<file path="config.mk">
export PLATFORM = sky130hd
export DESIGN_NAME = countdown_timer_12b
export DESIGN_NICKNAME = d
export VERILOG_FILES = /design/src/rtl/timer_pkg.sv /design/src/rtl/countdown_core.sv /design/src/rtl/countdown_timer_12b.sv
export SDC_FILE = /design/constraint.sdc
export NUM_CORES = 1
export LEC_CHECK = 0
export ABC_AREA = 0
export CORE_UTILIZATION = 45
export CTS_CLUSTER_DIAMETER = 80
export CTS_CLUSTER_SIZE = 20
export DETAILED_ROUTE_END_ITERATION = 8
export PLACE_DENSITY_LB_ADDON = 0.1
export REMOVE_ABC_BUFFERS = 1
export SETUP_SLACK_MARGIN = 0.15
export SYNTH_ARGS = -nofsm -noshare
export SYNTH_HDL_FRONTEND = slang
export SYNTH_HIERARCHICAL = 1
export SYNTH_SLANG_ARGS = --single-unit
</file>
<file path="constraint.sdc">
create_clock -name clk -period 2.7 [get_ports clk]
set_input_delay 0.54 -clock clk [delete_from_list [all_inputs] [get_ports clk]]
set_output_delay 0.54 -clock clk [all_outputs]
set_load 0.005 [all_outputs]
</file>
<file path="src/rtl/timer_pkg.sv">
// Shared types and constants for the countdown timer family.
package timer_pkg;

   typedef enum logic [1:0] {
      IDLE = 2'd0,
      RUN  = 2'd1,
      DONE = 2'd2
   } state_t;

   localparam int TIMER_WIDTH = 12;

   localparam logic [TIMER_WIDTH-1:0] ONE = {{(TIMER_WIDTH-1){1'b0}}, 1'b1};

endpackage

</file>
<file path="src/rtl/countdown_core.sv">
// Countdown datapath: count register, decrementer, terminal detector, reload register.
// Build option TIMER_AUTORELOAD_EN makes the terminal step restore the reload value.
module countdown_core
   import timer_pkg::*;
#(
   parameter int WIDTH = TIMER_WIDTH
) (
   input  logic             clk,
   input  logic             reset,
   input  logic             load_i,
   input  logic             step_i,
   input  logic [WIDTH-1:0] b_i,
   output logic [WIDTH-1:0] c_o,
   output logic             is_one_o
);

   localparam logic [WIDTH-1:0] ONE_W = WIDTH'(ONE);

   logic [WIDTH-1:0] count_q, count_d;
   logic [WIDTH-1:0] reload_q, reload_d;

   assign is_one_o = (count_q == ONE_W);

   always_comb begin
      count_d  = count_q;
      reload_d = reload_q;
      if (load_i) begin
         count_d  = b_i;
         reload_d = b_i;
      end else if (step_i && (count_q != '0)) begin
`ifdef TIMER_AUTORELOAD_EN
         count_d = is_one_o ? reload_q : count_q - ONE_W;
`else
         count_d = count_q - ONE_W;
`endif
      end
   end

   always_ff @(posedge clk) begin
      if (reset) begin
         count_q  <= '0;
         reload_q <= '0;
      end else begin
         count_q  <= count_d;
         reload_q <= reload_d;
      end
   end

   assign c_o = count_q;

endmodule

</file>
<file path="src/rtl/countdown_timer_12b.sv">
// Loadable down-counting timer with one-cycle terminal-count pulse.
// Build option TIMER_AUTORELOAD_EN turns expiry into a periodic reload.
module countdown_timer_12b
   import timer_pkg::*;
#(
   parameter int WIDTH = TIMER_WIDTH
) (
   input  logic             clk,
   input  logic             reset,
   input  logic             load,
   input  logic             enable,
   input  logic [WIDTH-1:0] b,
   output logic [WIDTH-1:0] c,
   output logic             tc,
   output logic             busy
);

   state_t state_q, state_d;
   logic   tc_q, tc_d;
   logic   busy_q, busy_d;
   logic   step;
   logic   is_one;

   // Load has priority over counting, so a same-cycle enable never decrements.
   assign step = !load && (state_q == RUN) && enable;

   countdown_core #(.WIDTH(WIDTH)) u_core (
      .clk      (clk),
      .reset    (reset),
      .load_i   (load),
      .step_i   (step),
      .b_i      (b),
      .c_o      (c),
      .is_one_o (is_one)
   );

   always_ff @(posedge clk) begin
      if (reset) begin
         state_q <= IDLE;
         tc_q    <= 1'b0;
         busy_q  <= 1'b0;
      end else begin
         state_q <= state_d;
         tc_q    <= tc_d;
         busy_q  <= busy_d;
      end
   end

   always_comb begin
      state_d = state_q;
      if (load) begin
         state_d = (b != '0) ? RUN : IDLE;
      end else if (step && is_one) begin
`ifdef TIMER_AUTORELOAD_EN
         state_d = RUN;
`else
         state_d = DONE;
`endif
      end
   end

   always_comb begin
      tc_d   = step && is_one;
      busy_d = (state_d == RUN);
   end

   assign tc   = tc_q;
   assign busy = busy_q;

endmodule

</file>
==> results.sh <==
export IMPL_status="finished, final reports clean"
export IMPL_grt_max_degree=17
export IMPL_irDropWorstVdd_v=0.000295
export IMPL_power_density_nw_per_um2=432
export IMPL_rsz0062_at_grt="no"
export IMPL_antenna_found_initial=0
export IMPL_clockBufferDepth=2
export IMPL_cts_htree_levels=1
export IMPL_crit_fanout=3
export IMPL_slew_headroom_pct=63.4
export IMPL_finalInstanceArea_um2=1350
export IMPL_clk_pin_slew_ns=0.10
export IMPL_cp_arrival_ns=2.60
export IMPL_cts_tree="done"
export IMPL_cts_repair_resized=0
export IMPL_drc=0
export IMPL_cts_setup_buffers=0
export IMPL_whs_ns=0.517
export IMPL_wirelength_mm=2.58
export IMPL_clockPowerShare_pct=27.7
export IMPL_synth_simple_area_share_pct=28.0
export IMPL_synth_top_area_cell="dfxtp_1"
export IMPL_leakage_uw=0.000497
export IMPL_skew_ns=0.00264
export IMPL_power_switching_uw=167
export IMPL_synth_xor_area_share_pct=2.76
export IMPL_synthAdderAreaFrac_pct=3.94
export IMPL_drtAntennaViolNets=0
export IMPL_critPathKind="primary input to flop"
export IMPL_dpl_cell_area_um2=1310
export IMPL_hpwlAfterDp_mm=1.98
export IMPL_worstMarginPinSlew_ns=0.543
export IMPL_clock_latency_ns=0.29
export IMPL_yosysMostFrequentCell="dfxtp_1"
export IMPL_die_y_um=48.0
export IMPL_synth_distinct_cells=43
export IMPL_fmax_mhz=415
export IMPL_synth_top_area_share_pct=33.6
export IMPL_cts_root_buffer="clkbuf_4"
export IMPL_swShare_pct=28.7
export IMPL_port_buffers=29
export IMPL_syn_inst=114
export IMPL_postCtsHoldBufs=0
export IMPL_grt_pass1_vias=840
export IMPL_synth_cell_area_um2=953
export IMPL_drive_gt1_share_pct=12.8
export IMPL_synth_async_reset_ratio_pct=0
export IMPL_start_util_pct=48.1
export IMPL_synth_top_family_by_area="simple AND/OR/NAND/NOR gates"
export IMPL_num_fill_cells=168
export IMPL_viasPerCell=5.86
export IMPL_n_antenna_cell=0
export IMPL_rows=16
export IMPL_die_w_um=48.0
export IMPL_cts_num_sinks=16
export IMPL_seq_area_frac_synth_pct=33.6
export IMPL_maxCapViolCount=0
export IMPL_required_ns=2.88
export IMPL_drt_first_pass_iters=4
export IMPL_drt_initial_drc_count=53
export IMPL_crit_path_end_kind="flop"
export IMPL_grt_util_all_layers_pct=24.7
export IMPL_fin_crit_sh_pct=89.3
export IMPL_synth_edff_count=0
export IMPL_setup_violations=0
export IMPL_io_pins=30
export IMPL_synth_commonest_cells="dfxtp_1, nor2_1, inv_1"
export IMPL_hold_viol=0
export IMPL_ys_top_cells_by_area="dfxtp_1, ha_1, nor2_1"
export IMPL_wire_per_inst_um=14.7
export IMPL_slew_viol_final=0
export IMPL_grt_first_pass_wirelength_mm=3.92
export IMPL_internal_power_uw=414
export IMPL_synthMuxAreaShare_pct=1.05
export IMPL_routed_via_count=1031
export IMPL_finalSetupTns_ns=0
export IMPL_avgSynthCellArea_um2=8.36
export IMPL_hold_class="flop to flop"
export IMPL_die_area_um2=2310
export IMPL_overflow=0
export IMPL_seqPwrFrac_pct=46.5
export IMPL_synth_seq_cells=16
export IMPL_globalplace_congestion=0.881
export IMPL_fin_nets=169
export IMPL_comb_power_share_pct=25.8
export IMPL_synth_compound_area_share_pct=24.9
export IMPL_synthFlopType="dfxtp_1"
export IMPL_ys_warn_count=6
export IMPL_fin_crit_ns=2.41
export IMPL_syn2layout_area_growth_pct=41.1
export IMPL_start_kind="primary input"
export IMPL_placeableCoreArea_um2=1980
export IMPL_cts_buffers=3
## cell families (layout without fill, tap and decap cells)
kind of cell / count (synthesis) / in the layout
AOI/OAI and AO/OA: 31 / 31
xor gates and xnor gates: 3 / 3
adders and majority gates: 3 / 3
buffers and inverters: 14 / 49
DFF: 16 / 16
muxes: 1 / 1
and+or+nand+nor: 46 / 46
## layer usage
metal,share of wire [%],GRT usage (%),vias up
met5,0,0,-
met4,0.46,6.67,0
met3,7.7,5.28,2
met2,48,39.7,54
met1,44,33.3,474
li1,-,-,501
## power by group through the flow
stage          Clock [µW]  Sequential [µW]  Combinational (µW)
2_1_floorplan           0              273                67.2
3_3_place_gp            0              275                 146
3_5_place_dp            0              275                 147
4_1_cts               167              270                 149
5_1_grt               173              273                 163
6_report              161              270                 150
## stage by stage
stage,power [µW],setup WS (ns),std cells,util (%)
floorplan,340,0.398,109,-
global placement,421,0.0920,172,66.0
detailed placement,423,0.0179,172,66.0
CTS,586,0.328,176,67.9
global route,609,0.183,176,67.9
finish,581,0.289,176,67.9
## layout by cell type (no fill, tap or decap), drive strengths merged, types with 2 or more instances in the layout
cell type	count
a311o	2
inv	9
a221oi	2
dfxtp	16
or4	3
nand3	2
o21ai	6
nor3	6
nor3b	2
a21oi	5
or3	2
a211oi	5
o31a	2
clkdlybuf4s50	29
ha	3
nor2	10
nand2	7
nor4	6
a31oi	2
clkbuf	4
buf	7
a2111oi	2
xnor2	3
## path summary, 6_finish.rpt
kind | from | endpoint | slack, ns | cells past startpoint
worst max register to register | u_core/c_o[6]$_SDFFE_PP0P_ | busy$_SDFF_PP0_ | 0.60 | 5
worst min register to register | u_core/c_o[1]$_SDFFE_PP0P_ | u_core/c_o[1]$_SDFFE_PP0P_ | 0.52 | 2
worst max-delay path | enable | u_core/c_o[9]$_SDFFE_PP0P_ | 0.29 | 6
worst min-delay path | u_core/c_o[1]$_SDFFE_PP0P_ | u_core/c_o[1]$_SDFFE_PP0P_ | 0.52 | 2
## flip-flops by register name, indices dropped and copies added (netlist names)
signal	cells
busy	1
state_q	2
u_core/c_o	12
tc	1
## cell type report
cell class	instances	area (µm²)	share of cell area (%)
Multi-Input combinational cell	84	578	43.0
Tap cell	27	33.8	2.51
Inverter	9	33.8	2.51
Timing Repair Buffer	36	343	25.5
Clock buffer	4	36.3	2.70
Sequential cell	16	320	23.8
## critical path: stages
cell,delay [ns]
clkdlybuf4s50_1,0.49
and4bb_1,0.23
or4b_1,0.52
a211oi_1,0.33
a2111oi_0,0.16
a311o_1,0.33
Power figures use the tool's default switching activity.
